<file path="src/rtl/picomips_pkg.sv">
// picomips_pkg: shared constants and types for the picoMIPS register file and I/O buffer.
//   N_DEF / ABITS_DEF : default data width and register address width
//   R0, IN_A_DEF, OUT_A_DEF : hard-wired zero register and default I/O-mapped addresses
//   FLAG_V/N/Z/C : bit positions of the ALU flags in the 4-bit flags word
//   in_state_t : input-buffer FSM states
package picomips_pkg;

  localparam int N_DEF     = 8;
  localparam int ABITS_DEF = 3;

  localparam int R0        = 0;
  localparam int IN_A_DEF  = 6;
  localparam int OUT_A_DEF = 7;

  localparam int FLAG_V = 3;
  localparam int FLAG_N = 2;
  localparam int FLAG_Z = 1;
  localparam int FLAG_C = 0;

  typedef enum logic {
    EMPTY = 1'b0,
    FULL  = 1'b1
  } in_state_t;

endpackage

</file>
<file path="src/rtl/pico_io_buf.sv">
// pico_io_buf: input-port buffer FSM, output-port buffer and core stall generation.
// Ports:
//   clk, reset           clock (rising edge), asynchronous active-high reset
//   in_pop               current instruction consumes the input buffer
//   in_data, in_valid    external input word and its valid strobe
//   in_ready             buffer empty, able to capture
//   in_buf               captured input word
//   wr_en, wr_addr       register write request from the decoder
//   wr_data              write data (used when wr_addr hits OUT_A)
//   out_ack              external consumer takes the output buffer
//   out_data, out_valid  output buffer contents and full flag
//   stall                core must hold PC, instruction suppressed
module pico_io_buf
  import picomips_pkg::*;
#(
  parameter int N     = N_DEF,
  parameter int ABITS = ABITS_DEF,
  parameter int OUT_A = OUT_A_DEF
) (
  input  logic             clk,
  input  logic             reset,
  input  logic             in_pop,
  input  logic [N-1:0]     in_data,
  input  logic             in_valid,
  output logic             in_ready,
  output logic [N-1:0]     in_buf,
  input  logic             wr_en,
  input  logic [ABITS-1:0] wr_addr,
  input  logic [N-1:0]     wr_data,
  input  logic             out_ack,
  output logic [N-1:0]     out_data,
  output logic             out_valid,
  output logic             stall
);

  in_state_t state, state_nxt;
  logic      wr_out_req;
  logic      wr_out;
  logic      capture;

  assign wr_out_req = wr_en && (wr_addr == ABITS'(OUT_A));
  assign wr_out     = wr_out_req && !stall;
  // Capture is independent of stall so a stalled pop can be released by arriving input.
  assign capture    = (state == EMPTY) && in_valid;

  always_ff @(posedge clk or posedge reset) begin
    if (reset) state <= EMPTY;
    else       state <= state_nxt;
  end

  always_comb begin
    state_nxt = state;
    case (state)
      EMPTY:   if (in_valid) state_nxt = FULL;
      // Data offered during a pop is not taken; in_ready was low this cycle.
      FULL:    if (in_pop && !stall) state_nxt = EMPTY;
      default: state_nxt = EMPTY;
    endcase
  end

  always_comb begin
    in_ready = (state == EMPTY);
    stall    = (in_pop && (state == EMPTY)) ||
               (wr_out_req && out_valid && !out_ack);
  end

  always_ff @(posedge clk or posedge reset) begin
    if (reset)        in_buf <= '0;
    else if (capture) in_buf <= in_data;
  end

  // A same-cycle write wins over an acknowledge: new word replaces the taken one.
  always_ff @(posedge clk or posedge reset) begin
    if (reset) begin
      out_data  <= '0;
      out_valid <= 1'b0;
    end else if (wr_out) begin
      out_data  <= wr_data;
      out_valid <= 1'b1;
    end else if (out_ack && out_valid) begin
      out_valid <= 1'b0;
    end
  end

endmodule

</file>
<file path="src/rtl/pico_regfile_io.sv">
// pico_regfile_io: picoMIPS register file with memory-mapped input/output buffers.
// Ports:
//   clk, reset          clock (rising edge), asynchronous active-high reset
//   ra_addr/ra_data     read port A (combinational) -> ALU operand a
//   rb_addr/rb_data     read port B (combinational) -> ALU operand b
//   wr_en/wr_addr/wr_data  write-back of ALU result
//   flags_we/flags_in   ALU flags {V,N,Z,C} latch request
//   flags               registered flags to branch logic
//   in_pop, in_data, in_valid, in_ready  buffered input port
//   out_data, out_valid, out_ack         buffered output port
//   stall               core must hold PC; instruction suppressed
module pico_regfile_io
  import picomips_pkg::*;
#(
  parameter int N     = N_DEF,
  parameter int ABITS = ABITS_DEF,
  parameter int IN_A  = IN_A_DEF,
  parameter int OUT_A = OUT_A_DEF
) (
  input  logic             clk,
  input  logic             reset,
  input  logic [ABITS-1:0] ra_addr,
  input  logic [ABITS-1:0] rb_addr,
  output logic [N-1:0]     ra_data,
  output logic [N-1:0]     rb_data,
  input  logic             wr_en,
  input  logic [ABITS-1:0] wr_addr,
  input  logic [N-1:0]     wr_data,
  input  logic             flags_we,
  input  logic [3:0]       flags_in,
  output logic [3:0]       flags,
  input  logic             in_pop,
  input  logic [N-1:0]     in_data,
  input  logic             in_valid,
  output logic             in_ready,
  output logic [N-1:0]     out_data,
  output logic             out_valid,
  input  logic             out_ack,
  output logic             stall
);

  localparam int NREGS = 2 ** ABITS;

  logic [N-1:0] regs [NREGS];
  logic [N-1:0] in_buf;
  logic         reg_we;

  pico_io_buf #(
    .N     (N),
    .ABITS (ABITS),
    .OUT_A (OUT_A)
  ) u_io_buf (
    .clk       (clk),
    .reset     (reset),
    .in_pop    (in_pop),
    .in_data   (in_data),
    .in_valid  (in_valid),
    .in_ready  (in_ready),
    .in_buf    (in_buf),
    .wr_en     (wr_en),
    .wr_addr   (wr_addr),
    .wr_data   (wr_data),
    .out_ack   (out_ack),
    .out_data  (out_data),
    .out_valid (out_valid),
    .stall     (stall)
  );

  // R0 and the input address are read-only; the output address is handled by the buffer.
  assign reg_we = wr_en && !stall &&
                  (wr_addr != ABITS'(R0)) &&
                  (wr_addr != ABITS'(IN_A)) &&
                  (wr_addr != ABITS'(OUT_A));

  always_ff @(posedge clk or posedge reset) begin
    if (reset) begin
      for (int i = 0; i < NREGS; i++) regs[i] <= '0;
    end else if (reg_we) begin
      regs[wr_addr] <= wr_data;
    end
  end

  always_ff @(posedge clk or posedge reset) begin
    if (reset)                  flags <= 4'b0000;
    else if (flags_we && !stall) flags <= flags_in;
  end

  // No write bypass: a read in the same cycle as a write sees the old value.
  always_comb begin
    if (ra_addr == ABITS'(R0))         ra_data = '0;
    else if (ra_addr == ABITS'(IN_A))  ra_data = in_buf;
    else if (ra_addr == ABITS'(OUT_A)) ra_data = out_data;
    else                               ra_data = regs[ra_addr];
  end

  always_comb begin
    if (rb_addr == ABITS'(R0))         rb_data = '0;
    else if (rb_addr == ABITS'(IN_A))  rb_data = in_buf;
    else if (rb_addr == ABITS'(OUT_A)) rb_data = out_data;
    else                               rb_data = regs[rb_addr];
  end

endmodule

</file>
<file path="config.mk">
export PLATFORM = sky130hd
export DESIGN_NAME = pico_regfile_io
export DESIGN_NICKNAME = d
export VERILOG_FILES = /design/src/rtl/picomips_pkg.sv /design/src/rtl/pico_io_buf.sv /design/src/rtl/pico_regfile_io.sv
export SDC_FILE = /design/constraint.sdc
export NUM_CORES = 1
export LEC_CHECK = 0
export BUFFER_PORTS_ARGS = -buffer_cell sky130_fd_sc_hd__buf_2
export CAP_MARGIN = 10
export CORE_MARGIN = 2
export CORE_UTILIZATION = 39
export DETAILED_ROUTE_END_ITERATION = 16
export HOLD_SLACK_MARGIN = 0.08
export PLACE_DENSITY = 0.61
export SYNTH_ARGS = -nofsm -noshare
export SYNTH_HDL_FRONTEND = slang
export SYNTH_SLANG_ARGS = --single-unit
</file>
<file path="constraint.sdc">
create_clock -name clk -period 4.5 [get_ports clk]
set_clock_uncertainty 0.15 [all_clocks]
set_input_delay 1.35 -clock clk [delete_from_list [all_inputs] [get_ports clk]]
set_output_delay 1.35 -clock clk [all_outputs]
set_load 0.01 [all_outputs]
</file>
* Word-level counts from Yosys, hierarchy flattened
Index checks and enable logic that the tools add are counted.
** Operators by class
- Order comparisons :: 4
- Eq/ne operators :: 7
- Muxes and demuxes :: 20
- Bitwise logic cells :: 4
- Reductions and logical operators :: 21
** Operator list (number)
- $mux 8 :: 11
- $bwmux 64 :: 1
- $bmux 8 s3 :: 2
- $demux 8 s3 :: 1
- $eq 3x3->1 const B :: 5
- $logic_and 1x1->1 :: 14
- $ge 4x4->1 const B :: 3
- $not 3->4 :: 3
- $logic_not 3->1 :: 2
- $ne 3x3->1 const B :: 2
- $lt 4x1->1 const B :: 1
- $mux 1 :: 4
- $reduce_bool 3->1 :: 1
- $logic_not 1->1 :: 2
- $pmux 1 s2 :: 1
- $reduce_bool 2->1 :: 1
- $logic_or 1x1->1 :: 1
- $not 1->1 :: 1
** Word-level totals
- Bits in registers :: 86
- Input port bits :: 36
- Output and inout bits :: 31
- Word-level logic and storage cells :: 69

* Longest topological paths before layout
Gate-level depths: netlist of the first run.
- Depth after elaboration :: 10
- Mapped depth :: 6

* Hierarchy
Synthesis of the first run repeated with hierarchy kept, for this count alone.
** Second synthesis, totals
- Cells, all modules :: 255
- Area, all modules :: 3425.8 um^2
** By module, submodules not included
- pico_regfile_io :: instances 1, cells an instance 207, area an instance 2666.3 um^2, sequential area each 1101.1 um^2
- pico_io_buf :: instances 1, cells an instance 48, area an instance 759.5 um^2, sequential area each 450.4 um^2

* Least setup slack after synthesis of the first run
Ideal clock, no wire load.
- Kind :: input -> output
- Start point :: input rb_addr[2]
- End point :: output rb_data[0]
- Data arrival time :: 2.584 ns
- Data required time :: 3.000 ns
- Setup slack :: 0.416 ns
- Stages :: 5
- Cell sequence :: buf_2 > buf_2 > nor2b_1 > a221oi_1 > a221oi_1
** Between the ends
- Longest elaborated chain between the ends :: 7
- Elaborated cells on any way between the ends :: 10
- Classes of those cells :: eq/ne: 2; mux: 6; bitwise: 1; reduce/logical: 1
** RTL lines
- start, declared :: line pico_regfile_io.sv:23 : input logic [ABITS-1:0] rb_addr,
- $not 3->4 (not written as such) :: line pico_regfile_io.sv:100 : else rb_data = regs[rb_addr];
- $bmux 8 s3 :: line pico_regfile_io.sv:100
- $mux 8 (not written as such) (2 in a row) :: line pico_regfile_io.sv:100
- $mux 8 :: line pico_regfile_io.sv:99 : else if (rb_addr == ABITS'(OUT_A)) rb_data = out_data;
- $mux 8 :: line pico_regfile_io.sv:98 : else if (rb_addr == ABITS'(IN_A)) rb_data = in_buf;
- $mux 8 * :: line pico_regfile_io.sv:97 : if (rb_addr == ABITS'(R0)) rb_data = '0;
- end, declared :: line pico_regfile_io.sv:25 : output logic [N-1:0] rb_data,
Mark *: on every way between the ends. The rest lies on a longest branch, timed or not. The select of a mux whose other input is x is not followed.

* Worst setup path in the final report of the first run
- Start point :: input rb_addr[2]
- End point :: output rb_data[5]
The elaborated chain is that of the path after synthesis.

==> impl_metrics.tcl, run 1 <==
set metrics [dict create \
    antenna_found_initial 0 \
    first_iter_violations 152 \
    status "finished, final reports clean" \
    worstPathMaxFanout 14 \
    fin_ws_ns 0.323 \
    num_vias 2464 \
    p_leak_nw 1.85 \
    max_freq_mhz 239 \
    core_sq_um 8300 \
    die_h_microns 96.9 \
    num-nets-final 354 \
    syn_nets 284 \
    cts.clk_slew.worst_paths_ns 0.07 \
    grt_pass1_wl_mm 14.0 \
    fp-row-count 33 \
    worst_pin_slew_ns 0.948 \
    hold_viol 0 \
    period_minus_slack_ns 4.18 \
    fin_area_sq_um 4030 \
    crit_path_start_kind "primary input" \
    stdcell_count 428 \
    dpl.hpwl_mm 6.07 \
    pre_cts_ws_ns 0.322 \
    ys_warn_count 0 \
    min_from "flags[1]" \
    drv_slew 0 \
    p_per_area_nw_per_um2 445 \
    hold_path_class "register to register" \
    grtUsageTotal 0.187 \
    cts_max_level 3 \
    setup_violations 0 \
    ioPinCount 67 \
    end_kind "output pin" \
    grt-ovfl-total 0 \
    drive_gt1_frac 0.548 \
    critPathKind "primary input to output pin" \
    yosysUniqueCellTypes 30 \
    ctsLongestPathBuffers 2 \
    syn_area_sq_um 3360 \
    tns_ns 0 \
    wl_mm 8.49 \
    post-route-period-util 0.928 \
    max_stage_delay_ns 0.34 \
    maxCapViolations 0 \
    place_area_sq_um 3820 \
    cts_tree "built" \
    grt_pass1_vias 2597 \
    die_w_microns 96.9 \
    ctsHoldBuffers 0 \
    crit_chain "buf_2 -> buf_12 -> mux2_2 -> a221oi_1 -> a221oi_1 -> buf_2" \
    place_congestion 0.800 \
    final.fill_count 757 \
    holdPathStages 1 \
    ys_seq_area_frac 0.461 \
    slew_headroom 0.365 \
    mostFrequentLayoutCell "mux2_2" \
    r2r_cells 3 \
    cp_slowest_cell "mux2_2" \
    drtAntennaViolNets 0 \
    regToRegStartpoint "u_io_buf.state" \
    multiInputGateArea_sq_um 1720 \
    clockRootBuffer "clkbuf_8" \
    cts_resized 0 \
    crit_start "rb_addr[2]" \
    ys_seq_elements 62 \
    via_per_inst 5.76 \
    cts_buffers 9 \
    drt_first_pass_iters 4 \
    grt_max_degree 44 \
    io_buffer_count 66 \
    dieArea_sq_um 9390 \
    syn2layout_area_growth_pct 19.6 \
    arrival_ns 2.68 \
    num_antenna_cells 0 \
    grt_setup_unrepaired "false" \
    ir_drop_v 0.000185 \
    synth_cells 248 \
    dp_cells 412 \
    route.detailed.drc 0 \
    layout_common_cells "mux2_2 (68), buf_2 (66), dfrtp_1 (62)" \
    syn_avg_cell_area_sq_um 13.6 \
    insertion_delay_ns 0.34 \
    cts.sinks 62 \
    crit_required_ns 3.00 \
    wire_per_inst_microns 19.8 \
    regArea_sq_um 1550 \
    start_util 0.405 \
    post-cts-setup-buffers 0 \
    total_power_mw 1.79 \
]
==> critical path, delay by kind of cell <==
family	cells	cell delay, ns
muxes	1	0.34
buffers and inverters	3	0.60
AOI/OAI and AO/OA	2	0.38
==> registers in the layout, summed over array words and instances (netlist names) <==
register / count
flags: 4
u_io_buf.in_buf: 8
u_io_buf.out_valid: 1
u_io_buf.state: 1
regs: 40
u_io_buf.out_data: 8
==> power by group <==
part	leakage [nW]	internal (mW)	switching, mW
combinational	0.996	0.275	0.200
clock	0.106	0.283	0.218
sequential	0.744	0.698	0.118
==> cells by family after synthesis <==
kind of cell           share of synthesized area
muxes                                      0.366
DFF                                        0.461
AOI/OAI and AO/OA                         0.0833
and+or+nand+nor                           0.0610
buffers and inverters                     0.0286
==> area by class of cell <==
| type | count | area share |
|---|---|---|
| multi-input combinational | 167 | 0.426 |
| sequential | 62 | 0.385 |
| timing repair buffer | 76 | 0.104 |
| clock buffer | 12 | 0.0385 |
| tap | 105 | 0.0326 |
| clock inverter | 4 | 0.0112 |
| inverter | 2 | 0.00187 |
==> per-layer routing <==
layer | vias to the layer above | part of all wire | track usage | routed length, microns
met5 | - | 0 | 0 | 0
met4 | 0 | 0.014 | 0.0542 | 119
met3 | 16 | 0.057 | 0.0405 | 480
met2 | 80 | 0.48 | 0.295 | 4090
met1 | 1268 | 0.45 | 0.260 | 3800
li1 | 1100 | - | - | -
==> per-stage QoR <==
stage,hold slack [ns],util
detailed placement,0.343,0.461
global placement,0.335,0.461
finish,0.354,0.485
floorplan,0.342,-
CTS,0.358,0.485
global route,0.375,0.485
==> synthesized netlist by cell type <==
cell type | number | area share
nor4b_4 | 1 | 0.0071
mux2_2 | 68 | 0.23
nand2_1 | 5 | 0.0056
nor2_1 | 1 | 0.0011
buf_6 | 2 | 0.0067
nand4b_1 | 1 | 0.0026
mux2_4 | 8 | 0.036
nor4_4 | 1 | 0.0063
a22oi_1 | 1 | 0.0022
a31oi_1 | 1 | 0.0019
dfrtp_1 | 62 | 0.46
inv_1 | 2 | 0.0022
and2_1 | 2 | 0.0037
buf_4 | 1 | 0.0022
nand2b_1 | 3 | 0.0056
o21ai_0 | 1 | 0.0015
buf_2 | 5 | 0.0074
or2_2 | 1 | 0.0019
or3_1 | 1 | 0.0019
clkbuf_1 | 8 | 0.0089
o311ai_2 | 1 | 0.0048
and2b_1 | 1 | 0.0022
buf_1 | 1 | 0.0011
or4_4 | 1 | 0.0033
mux2i_1 | 30 | 0.089
nor3_2 | 1 | 0.0030
mux4_2 | 2 | 0.013
nor3b_2 | 1 | 0.0037
a221oi_1 | 28 | 0.073
nor2b_1 | 7 | 0.013
==> final timing paths <==
kind,endpoint,slack [ns]
max,rb_data[5],0.32
min reg2reg,flags[1],0.35
min in group asynchronous,u_io_buf.out_data[7],1.03
max in group asynchronous,regs[52],2.33
max reg2reg,regs[36],2.43
min,flags[1],0.35
Power figures use the tool's default switching activity.
==> run 2: changes to the inputs <==
==> constraint.sdc (replaced) <==
create_clock -name clk -period 4.5 [get_ports clk]
set_clock_uncertainty 0.15 [all_clocks]
set_input_delay 0.675 -clock clk [delete_from_list [all_inputs] [get_ports clk]]
set_output_delay 0.675 -clock clk [all_outputs]
set_load 0.01 [all_outputs]
==> impl_metrics.tcl, run 2 (synthesis results as in run 1) <==
set metrics [dict create \
    syn2layout_area_growth_pct 17.4 \
    grt_pass1_wl_mm 14.1 \
    cts.sinks 62 \
    maxCapViolations 0 \
    place_congestion 0.816 \
    pwr-share-clk 0.272 \
    crit_start "rb_addr[2]" \
    largest_register_ffs 40 \
    period_minus_slack_ns 3.11 \
    post-route-period-util 0.691 \
    num_antenna_cells 0 \
    cts_tree "built" \
    start_util 0.405 \
    swShare 0.304 \
    drv_slew 0 \
    clockRootBuffer "clkbuf_8" \
    final.fill_count 758 \
    drtAntennaViolNets 0 \
    crit_path_start_kind "primary input" \
    worst-path-buf-inv 2 \
    regArea_sq_um 1550 \
    max_freq_mhz 322 \
    intPower_mw 1.23 \
    wl_mm 8.67 \
    insertion_delay_ns 0.33 \
    setup_violations 0 \
    ir_drop_v 0.000193 \
    cp_slowest_cell "nor2b_1" \
    grt-ovfl-total 0 \
    regMostFlops "regs" \
    num_vias 2371 \
    max_stage_delay_ns 0.54 \
    cts_buffers 9 \
    wire_per_inst_microns 20.7 \
    p_per_area_nw_per_um2 449 \
    layout_common_cells "mux2_2 (68), buf_2 (66), dfrtp_1 (62)" \
    io_buffer_count 66 \
    worstPathMaxFanout 14 \
    mostFrequentLayoutCell "mux2_2" \
    switching_power_mw 0.540 \
    arrival_ns 2.28 \
    whs_ns 0.279 \
    crit_chain "buf_2 -> nor2b_1 -> a221oi_1 -> a221oi_1 -> buf_2" \
    dpl.hpwl_mm 6.18 \
    die_w_microns 96.9 \
    reg_top3 "regs x40, u_io_buf.in_buf x8, u_io_buf.out_data x8" \
    critPathKind "primary input to output pin" \
    die_h_microns 96.9 \
    grt_pass1_vias 2561 \
    core_sq_um 8300 \
    hold_viol 0 \
    p_leak_nw 1.80 \
    cts.clk_slew.worst_paths_ns 0.07 \
    status "finished, final reports clean" \
    place_area_sq_um 3760 \
    crit_required_ns 3.67 \
    fp-row-count 33 \
    ctsHoldBuffers 0 \
    via_per_inst 5.65 \
    num-nets-final 347 \
    drive_gt1_frac 0.537 \
    combinationalPowerShare 0.266 \
    slew_headroom 0.372 \
    dieArea_sq_um 9390 \
    hold_path_class "primary input to asynchronous set/reset pin" \
    route.detailed.drc 0 \
    ioPinCount 67 \
    cts_resized 0 \
    fin_area_sq_um 3950 \
    worst_pin_slew_ns 0.937 \
    ctsLongestPathBuffers 2 \
    grt_max_degree 33 \
    antenna_found_initial 0 \
    first_iter_violations 62 \
    regToRegStartpoint "u_io_buf.state" \
    grt_setup_unrepaired "false" \
    multiInputGateArea_sq_um 1720 \
    post-cts-setup-buffers 0 \
    tns_ns 0 \
    drt_first_pass_iters 5 \
    end_kind "output pin" \
    p_seq_frac 0.462 \
    grtUsageTotal 0.192 \
    cts_max_level 3 \
    final_core_util 0.476 \
    critPathTopFamily "simple AND/OR/NAND/NOR gates" \
    total_power_mw 1.77 \
]
==> run 2: cell count changes in the layout (fill, tap and decap cells not counted) <==
cell and delta:
buf_12 -1, buf_4 -6, clkbuf_8 -1, clkinv_2 -1, clkinvlp_4 +1
==> run 2: path summary, 6_finish.rpt <==
| check | end | slack (ns) | cells past startpoint |
|---|---|---|---|
| max | rb_data[1] | 1.39 | 5 |
| min reg2reg | flags[1] | 0.36 | 1 |
| min | u_io_buf.out_data[7] | 0.28 | 2 |
| max in group asynchronous | regs[43] | 3.05 | 3 |
| max reg2reg | regs[39] | 2.45 | 3 |
| min in group clk | flags[1] | 0.36 | 1 |
==> run 2: layer usage <==
metal  track usage  share of wire  up-vias
met5             0              0        -
met4        0.0455         0.0070        0
met3        0.0542          0.046        8
met2         0.315           0.49       78
met1         0.254           0.45     1201
li1              -              -     1084
==> run 2: metrics by stage <==
| stage | worst slack (ns) | std cells |
|---|---|---|
| final | 1.39 | 420 |
| after global routing | 1.23 | 420 |
| after floorplan | 1.77 | 248 |
| after CTS | 1.39 | 420 |
| after global placement | 1.45 | 405 |
| after detailed placement | 1.38 | 405 |
==> run 2: final cells by class <==
type / count / area share
sequential: 62 / 0.393
inverter: 2 / 0.00190
multi-input combinational: 167 / 0.435
clock inverter: 4 / 0.0120
tap: 105 / 0.0333
clock buffer: 11 / 0.0358
timing repair buffer: 69 / 0.0894
==> run 2: power groups by stage <==
stage                     clock (mW)  combinational, mW  sequential (mW)
after CTS                      0.490              0.476            0.821
after global routing           0.518              0.516            0.842
final                          0.483              0.471            0.820
after floorplan                    0              0.336            0.797
after global placement             0              0.462            0.824
after detailed placement           0              0.475            0.831
==> run 3: changes to the inputs <==
- PLACE_DENSITY: 0.61 -> 0.63
- clock period: 4.5 -> 2.7 ns (I/O delays scaled with it)
==> impl_metrics.tcl, run 3 (synthesis results as in run 1) <==
set metrics [dict create \
    mostFrequentLayoutCell "mux2_2" \
    max_stage_delay_ns 0.39 \
    drtAntennaViolNets 0 \
    crit_path_start_kind "primary input" \
    ctsLongestPathBuffers 2 \
    p_leak_nw 1.84 \
    worstPathMaxFanout 16 \
    setup_violations 0 \
    r2r_cells 3 \
    cts_buffers 9 \
    grt_pass1_vias 2515 \
    cts_max_level 3 \
    num_vias 2432 \
    die_w_microns 96.9 \
    start_util 0.405 \
    clockRootBuffer "clkbuf_8" \
    cts_tree "built" \
    drt_first_pass_iters 4 \
    cts_resized 0 \
    pre_cts_ws_ns 0.411 \
    syn2layout_area_growth_pct 19.3 \
    cts.sinks 62 \
    ctsHoldBuffers 1 \
    grtUsageTotal 0.185 \
    period_minus_slack_ns 2.31 \
    total_power_mw 2.87 \
    crit_required_ns 2.14 \
    ir_drop_v 0.000328 \
    grt_max_degree 24 \
    worst_pin_slew_ns 0.676 \
    largest_register_ffs 40 \
    crit_chain "buf_2 -> mux2_2 -> a221oi_1 -> a221oi_1 -> buf_2" \
    slew_headroom 0.548 \
    grt_setup_unrepaired "false" \
    route.detailed.drc 0 \
    regToRegStartpoint "u_io_buf.state" \
    place_congestion 0.765 \
    max_freq_mhz 433 \
    reg_top3 "regs x40, u_io_buf.in_buf x8, u_io_buf.out_data x8" \
    regMostFlops "regs" \
    first_iter_violations 152 \
    rr_endpoint "regs[54]" \
    drv_slew 0 \
    core_sq_um 8300 \
    num-nets-final 358 \
    status "finished, final reports clean" \
    hold-path-endpoint "u_io_buf.state" \
    fp-row-count 33 \
    cts.clk_slew.worst_paths_ns 0.07 \
    num_antenna_cells 0 \
    hold_path_class "primary input to register" \
    antenna_found_initial 0 \
    ioPinCount 67 \
    tns_ns 0 \
    critPathTopFamily "buffers and inverters" \
    end_kind "output pin" \
    dpl.hpwl_mm 6.17 \
    min_from "in_pop" \
    critPathKind "primary input to output pin" \
    io_buffer_count 66 \
    regArea_sq_um 1550 \
    dieArea_sq_um 9390 \
    worst-path-buf-inv 2 \
    grt_pass1_wl_mm 13.7 \
    die_h_microns 96.9 \
    drive_gt1_frac 0.547 \
    multiInputGateArea_sq_um 1720 \
    post-cts-setup-buffers 0 \
    fin_ws_ns 0.393 \
    post-route-period-util 0.855 \
    maxCapViolations 0 \
    final.fill_count 761 \
    arrival_ns 1.75 \
    wire_per_inst_microns 19.4 \
    r2r_slack_ns 0.74 \
    cp_slowest_cell "mux2_2" \
    insertion_delay_ns 0.34 \
    p_per_area_nw_per_um2 715 \
    via_per_inst 5.63 \
    wl_mm 8.40 \
    grt-ovfl-total 0 \
    layout_common_cells "mux2_2 (68), buf_2 (66), dfrtp_1 (62)" \
    hold_viol 0 \
    holdPathStages 2 \
]
[run 3: cell types whose count changed in the layout (fill, tap and decap cells not counted)]
cell / previous run / this run
buf_4: 3 / 13
bufinv_16: 1 / 0
clkbuf_1: 1 / 2
clkinv_2: 2 / 3
dlygate4sd3_1: 0 / 1
[run 3: worst max-delay path by stage]
stage,from,end,slack (ns),cells past startpoint
2_1_floorplan,rb_addr[2],rb_data[0],0.51,5
3_3_place_gp,rb_addr[2],rb_data[6],0.43,5
3_5_place_dp,rb_addr[2],rb_data[6],0.41,5
4_1_cts,rb_addr[2],rb_data[6],0.41,5
5_1_grt,rb_addr[2],rb_data[4],0.31,6
6_report,rb_addr[2],rb_data[6],0.39,5
[run 3: worst register-to-register path, delay by kind of cell, from the launching register on]
kind          cells  cell delay, ns
mux               1            0.33
simple gates      2            0.94
flops             1            0.43
[run 3: power breakdown]
part	total [mW]	switching [mW]	internal [mW]	leakage [nW]
clock network	0.708	0.355	0.354	0.0861
logic	0.787	0.330	0.458	1.01
registers	1.37	0.209	1.16	0.744
[run 3: cell type report]
| cell class | count | area share |
|---|---|---|
| multi-input combinational | 167 | 0.428 |
| inverter | 2 | 0.00187 |
| sequential | 62 | 0.387 |
| tap | 105 | 0.0327 |
| timing repair buffer | 80 | 0.109 |
| clock inverter | 4 | 0.00561 |
| clock buffer | 12 | 0.0362 |
[run 3: metrics by stage]
step	std cells	hold slack, ns	instance area, sq um	util
2_1_floorplan	248	0.342	3360	-
3_3_place_gp	415	0.255	3830	0.462
3_5_place_dp	415	0.256	3830	0.462
4_1_cts	432	0.105	4010	0.483
5_1_grt	432	0.128	4010	0.483
6_report	432	0.120	4010	0.483
[run 3: per-layer routing]
| metal | wire length [microns] | vias to the layer above | GRT usage |
|---|---|---|---|
| li1 | - | 1103 | - |
| met1 | 3810 | 1243 | 0.244 |
| met2 | 4090 | 80 | 0.313 |
| met3 | 443 | 6 | 0.0513 |
| met4 | 51 | 0 | 0.0293 |
| met5 | 0 | - | 0 |
